===== src/rtl/unidade_controle_exp7_pkg.sv =====
// Shared definitions for the experiment-7 game: state codes used by the
// control unit, the datapath debug displays and the bench.
package unidade_controle_exp7_pkg;

  localparam int STATE_W = 4;

  typedef enum logic [STATE_W-1:0] {
    ST_INICIAL        = 4'h0,
    ST_PREPARACAO     = 4'h1,
    ST_INICIA_RODADA  = 4'h2,
    ST_ESPERA_JOGADA  = 4'h3,
    ST_REGISTRA       = 4'h4,
    ST_COMPARACAO     = 4'h5,
    ST_PROXIMO        = 4'h6,
    ST_ULTIMA_RODADA  = 4'h7,
    ST_PROXIMA_RODADA = 4'h8,
    ST_FIM_ACERTOU    = 4'hA,
    ST_FIM_TIMEOUT    = 4'hD,
    ST_FIM_ERROU      = 4'hE
  } state_t;

endpackage


===== src/rtl/unidade_controle_exp7.sv =====
// Moore control unit for the memory game: sequences the rounds, drives the
// datapath counter/register strobes and reports the game outcome.
module unidade_controle_exp7
  import unidade_controle_exp7_pkg::*;
#(
  parameter int TIMEOUT_EN = 1
) (
  input  logic         clock,
  input  logic         reset,
  input  logic         iniciar,
  input  logic         jogada_feita,
  input  logic         igual,
  input  logic         endIgualRod,
  input  logic         fimRod,
  input  logic         fimT,
  input  logic         fimE,
  output logic         zeraE,
  output logic         contaE,
  output logic         zeraRod,
  output logic         contaRod,
  output logic         zeraT,
  output logic         contaT,
  output logic         zeraR,
  output logic         registraR,
  output logic         pronto,
  output logic         acertou,
  output logic         errou,
  output logic         timeout,
  output logic [3:0]   db_estado
);

  state_t state;
  state_t next_state;
  logic   unused_fim_e;

  assign unused_fim_e = fimE;

  always_comb begin
    next_state = ST_INICIAL;
    case (state)
      ST_INICIAL:        next_state = iniciar ? ST_PREPARACAO : ST_INICIAL;
      ST_PREPARACAO:     next_state = ST_INICIA_RODADA;
      ST_INICIA_RODADA:  next_state = ST_ESPERA_JOGADA;
      // A play arriving in the same cycle as the timeout still counts.
      ST_ESPERA_JOGADA: begin
        if (jogada_feita)                  next_state = ST_REGISTRA;
        else if (fimT && TIMEOUT_EN != 0)  next_state = ST_FIM_TIMEOUT;
        else                               next_state = ST_ESPERA_JOGADA;
      end
      ST_REGISTRA:       next_state = ST_COMPARACAO;
      ST_COMPARACAO: begin
        if (!igual)           next_state = ST_FIM_ERROU;
        else if (endIgualRod) next_state = ST_ULTIMA_RODADA;
        else                  next_state = ST_PROXIMO;
      end
      ST_PROXIMO:        next_state = ST_ESPERA_JOGADA;
      ST_ULTIMA_RODADA:  next_state = fimRod ? ST_FIM_ACERTOU : ST_PROXIMA_RODADA;
      ST_PROXIMA_RODADA: next_state = ST_INICIA_RODADA;
      ST_FIM_ACERTOU:    next_state = iniciar ? ST_PREPARACAO : ST_FIM_ACERTOU;
      ST_FIM_TIMEOUT:    next_state = iniciar ? ST_PREPARACAO : ST_FIM_TIMEOUT;
      ST_FIM_ERROU:      next_state = iniciar ? ST_PREPARACAO : ST_FIM_ERROU;
      default:           next_state = ST_INICIAL;
    endcase
  end

  always_ff @(posedge clock or posedge reset) begin
    if (reset) state <= ST_INICIAL;
    else       state <= next_state;
  end

  // Outputs depend on the state register only, so reset clears them at once.
  always_comb begin
    zeraE     = 1'b0;
    contaE    = 1'b0;
    zeraRod   = 1'b0;
    contaRod  = 1'b0;
    zeraT     = 1'b0;
    contaT    = 1'b0;
    zeraR     = 1'b0;
    registraR = 1'b0;
    pronto    = 1'b0;
    acertou   = 1'b0;
    errou     = 1'b0;
    timeout   = 1'b0;
    case (state)
      ST_PREPARACAO: begin
        zeraE   = 1'b1;
        zeraRod = 1'b1;
        zeraR   = 1'b1;
        zeraT   = 1'b1;
      end
      ST_INICIA_RODADA: begin
        zeraE = 1'b1;
        zeraT = 1'b1;
      end
      ST_ESPERA_JOGADA:  contaT = 1'b1;
      ST_REGISTRA: begin
        registraR = 1'b1;
        zeraT     = 1'b1;
      end
      ST_PROXIMO:        contaE = 1'b1;
      ST_PROXIMA_RODADA: contaRod = 1'b1;
      ST_FIM_ACERTOU: begin
        pronto  = 1'b1;
        acertou = 1'b1;
      end
      ST_FIM_TIMEOUT: begin
        pronto  = 1'b1;
        timeout = 1'b1;
      end
      ST_FIM_ERROU: begin
        pronto = 1'b1;
        errou  = 1'b1;
      end
      default: ;
    endcase
  end

  assign db_estado = state;

endmodule

===== config.mk =====
export PLATFORM = sky130hd
export DESIGN_NAME = unidade_controle_exp7
export DESIGN_NICKNAME = d
export VERILOG_FILES = /design/src/rtl/unidade_controle_exp7_pkg.sv /design/src/rtl/unidade_controle_exp7.sv
export SDC_FILE = /design/constraint.sdc
export NUM_CORES = 1
export LEC_CHECK = 0
export CAP_MARGIN = 25
export CELL_PAD_IN_SITES_DETAIL_PLACEMENT = 1
export CELL_PAD_IN_SITES_GLOBAL_PLACEMENT = 1
export CORE_AREA = 2 2 47 49
export CTS_CLUSTER_SIZE = 28
export DETAILED_ROUTE_END_ITERATION = 16
export DIE_AREA = 0 0 49 51
export DONT_BUFFER_PORTS = 1
export PLACE_DENSITY_LB_ADDON = 0.08
export SYNTH_ARGS = -nofsm -noshare
export SYNTH_HDL_FRONTEND = slang
export SYNTH_SLANG_ARGS = --single-unit

===== constraint.sdc =====
create_clock -name clock -period 2.03 [get_ports clock]
set_clock_uncertainty 0.2 [all_clocks]
set_input_delay 0.3045 -clock clock [delete_from_list [all_inputs] [get_ports clock]]
set_output_delay 0.3045 -clock clock [all_outputs]
set_load 0.05 [all_outputs]

Yosys cells after proc, flatten, opt, wreduce, memory -nomap -nowiden
Cells that the tools add are included.

Equal/unequal tests: 11. Muxes and demuxes: 21. Reduce and logical (&&, ||, !) cells: 6.

Operators by type and width (number): $pmux W4 S10 (1); $mux W4 (6); $eq A4 B3 Y1 const B (4); $eq A4 B4 Y1 const B (4); $mux W1 (13); $eq A4 B2 Y1 const B (2); $reduce_or A2 Y1 (3); $reduce_or A3 Y1 (2); $eq A4 B1 Y1 const B (1); $logic_not A4 Y1 (1); $mux W2 (1).

Register bits after elaboration: 4. Input bits: 9. Output and inout port bits: 16. Logic and storage cells: 39.

Depth between registers and ports, before layout
Depth in word-level cells: 3. Depth in mapped cells: 5. Gate-level depth less buffers: 3.

Least setup slack after synthesis
No wires, ideal clock.

Kind: register to output. Start point: register state[0] (netlist: db_estado[0]). End point: output port zeraRod. Data arrival time: 2590 ps. Data required time: 1525 ps. Slack: -1065 ps. Stages on the path, launching flop included: 6. Buffers on the path: 3. Path through: dfrtp_1 -> buf_4 -> buf_2 -> nand2_1 -> nor3_1 -> buf_4.

Longest elaborated chain between the ends: 2.

Ends and longest elaborated chain: start: declaration (RTL line unidade_controle_exp7.sv:32) `state_t state;`; start signal: assignment (RTL line unidade_controle_exp7.sv:68) `else state <= next_state;`; $eq A4 B1 Y1; $mux W1; end: declaration (RTL line unidade_controle_exp7.sv:19) `output logic zeraRod,`.

No other way between the ends.

Worst setup path in the final report
Start point: register state[3] (netlist: db_estado[3]). End point: output port registraR.

Longest elaborated chain between the ends: 2.

Ends and longest elaborated chain: $eq A4 B3 Y1 (RTL line unidade_controle_exp7.sv:85) `case (state)`; $mux W1 (RTL line unidade_controle_exp7.sv:85); end: declaration (RTL line unidade_controle_exp7.sv:24) `output logic registraR,`.

No other way between the ends.

==> summary.md <==
| Metric | Value |
|---|---|
| DPL Wire Length | 1030 um |
| RSZ-0062 raised after global routing | true |
| Combinational family with the most area after synthesis | simple AND/OR/NAND/NOR gates |
| Highest-delay cell along the critical path | dfrtp_2 |
| Final core occ | around 37% |
| Reg2Reg Depth | 4 |
| Cells after Synth | 63 |
| 1st-iter DRT viols | 1 |
| Area share of the largest cell type after synthesis | 21.9% |
| GP Congestion | about 0.7 |
| Critical R2R Capture | db_estado[3]$_DFF_PP0_ |
| Startpoint Class | register |
| Worst-path clk slew | 0.04 ns |
| Fin. max-slew vios | 0 |
| First-pass GRT wire length | 2610 um |
| Least-Margin Pin Slew | between 0.3 and 0.4 ns |
| Cell Chain, Critical Path | inv_2, nand2_1, nor3_4, buf_12 |
| CORE AREA | 2060 sq um |
| WP data arrival | 1.42 ns |
| CP Data Required Time | around 1.5 ns |
| CP delay by family, top | flip-flops |
| Initial Utilization | 22.1% |
| Max layer used | met4 |
| XOR/XNOR share of the synthesized area | 1.92% |
| Post-synthesis compound-gate area fraction | between 20% and 30% |
| Net count, final | 88 |
| Vias/cell | 4.70 |
| Yosys warns | 0 |
| Critical-path maximum fanout | 18 |
| Synth unique cells | 28 |
| TritonCTS Buffers | 3 |
| Residual DRC | 0 |
| Fin crit period | ~1.9 ns |
| Hold Crit Depth | 2 |
| Post-route ant nets | 0 |
| Simple-gate share of the synthesized area | between 30% and 40% |
| Worst setup path category | register to primary output |
| Hold Crit Class | input port to register |
| # IOs | 25 |
| Die width | slightly below 50 um |
| Max Cap Violations | 0 |
| #FFs+latches synth | 4 |
| Multiplexer share of the synthesized area | 2.47% |
| Setup violations, final | 0 |
| WL/cell | 13.3 um |
| Post-Route WL | 1400 um |
| Worst path max stage delay | 0.53 ns |
| PortBufs | 0 |
| Top cells by area, synth | dfrtp_1 22%, o211ai_1 6.6%, nor2_1 5.8% |
| Max Freq | a little over 0.5 GHz |
| CTS tree | yes |
| Routed met2 length | between 600 and 700 um |
| Area of the mapped netlist | 457 sq um |
| Cell row count | 17 |
| Synth Area per Inst | ~7.2 sq um |
| Max reg flops | 4 |
| Adder and majority gate portion of the synthesized area | 0% |
| Status | finished clean |
| Period utilisation layout | between 90% and 100% |
| DIE HEIGHT | 51 um |
| Share of cells above drive strength 1 | between 40 and 50% |
| DR vias | 494 |
| Met3 wire len | 100 um |
| Relative slew margins | 75.6% |
| Root Driver | clkbuf_4 |
| Syn nets | 72 |
| Total grt overflow | 0 |
| CTS Sinks | 4 |
| Total die area | 2500 sq um |
| Most frequent cells in the layout | 9 x buf_4, 8 x buf_12 |
| First-pass detailed-route iteration total | 2 |
| Hold Startpoint | iniciar |
| CP endpoint kind | primary output |
| Reg2reg setup slack | 0.31 ns |
| Reg-to-Reg Start | db_estado[1]$_DFF_PP0_ |
| Vias in the first global route | 540 |
| CTS Buffer Depth | 2 |
| Initial antenna violation count | 0 |
| M1 WL | 625 um |
| Worst-skew pair later-pin latency | 0.24 ns |
| Final Hold Vio Count | 0 |
| Largest net degree at the start of global routing | 19 |
| Most common cell after layout, fill and taps aside | buf_4 |
| # diodes | 0 |
| Gr usage total | 13.6% |
| CP bufs+invs | 2 |
| Synth area leader | dfrtp_1 |
| Post-synthesis sequential area ratio | 21.9% |
| Hold endpoint | db_estado[0]$_DFF_PP0_ |
| Area Growth Syn to Fin | 68.5% |
| CTS H-tree depth | 1 |
[kinds of logic (layout without fill, tap and decap cells)]
logic type | after synthesis | count (layout)
and+or+nand+nor | 28 | 28
muxes | 1 | 1
buffers and inverters | 11 | 25
DFF | 4 | 4
xor gates and xnor gates | 1 | 1
AOI/OAI and AO/OA | 18 | 18
[metrics by stage]
stage / instance area, sq um / setup WS (ns) / setup TNS [ns] / hold WS [ns] / instances
6_report: 769 / 0.105 / 0 / 0.00946 / 105
5_1_grt: 769 / -0.00385 / -0.00385 / 0.0246 / 105
4_1_cts: 767 / 0.0262 / 0 / 0.00485 / 105
3_5_place_dp: 734 / 0.293 / 0 / -0.111 / 101
3_3_place_gp: 734 / 0.286 / 0 / -0.113 / 101
2_1_floorplan: 528 / -0.176 / -0.258 / -0.129 / 63
[how the worst max path moves through the flow]
stage / from / endpoint / slack, ns / cells past startpoint
final: db_estado[3]$_DFF_PP0_ / registraR / 0.10 / 4
after global routing: db_estado[0]$_DFF_PP0_ / zeraT / -0.004 / 5
after detailed placement: db_estado[0]$_DFF_PP0_ / zeraE / 0.29 / 4
after floorplan: db_estado[0]$_DFF_PP0_ / zeraRod / -0.18 / 5
after CTS: db_estado[0]$_DFF_PP0_ / zeraE / 0.03 / 4
after global placement: db_estado[0]$_DFF_PP0_ / zeraE / 0.29 / 4
[per-layer routing]
layer | global-route usage (%) | vias up
met3 | 5.56 | 3
met1 | 17.9 | 225
met2 | 21.0 | 15
li1 | - | 251
met4 | 2.86 | 0
met5 | 0 | -
[cell type report]
type | count | area, sq um
fill | 252 | 1290
multi-input combinational | 48 | 354
timing repair buffer | 18 | 238
sequential | 4 | 105
tap | 28 | 35.0
clock buffer | 3 | 22.5
inverter | 4 | 15.0
[Yosys cell counts]
library cell  count
dfrtp_1           4
buf_6             1
nand2b_1          1
o21a_1            1
nor4_1            1
buf_4             2
and4bb_2          1
o211ai_1          4
o22ai_1           1
a22o_1            1
a21oi_1           3
a31oi_1           1
nor2_1            7
o21ai_0           5
nor3_1            3
nor4b_1           1
xor2_1            1
a211oi_1          1
or3b_1            1
buf_2             4
o32ai_1           1
nand2_1           6
and3b_1           2
nand3b_1          2
nor2b_1           1
inv_1             4
mux2_2            1
nor3b_1           2
[repair_timing]
action	4_1_cts	5_1_grt
endpoints found under the hold margin	4	0
hold buffers	1	0
endpoints found under the setup margin	0	2
gates resized for setup	0	2
buffers inserted	0	0
Power is left out: the tool's default activity adds up to more than one toggle a clock period on the data nets, which glitch-free logic cannot reach.
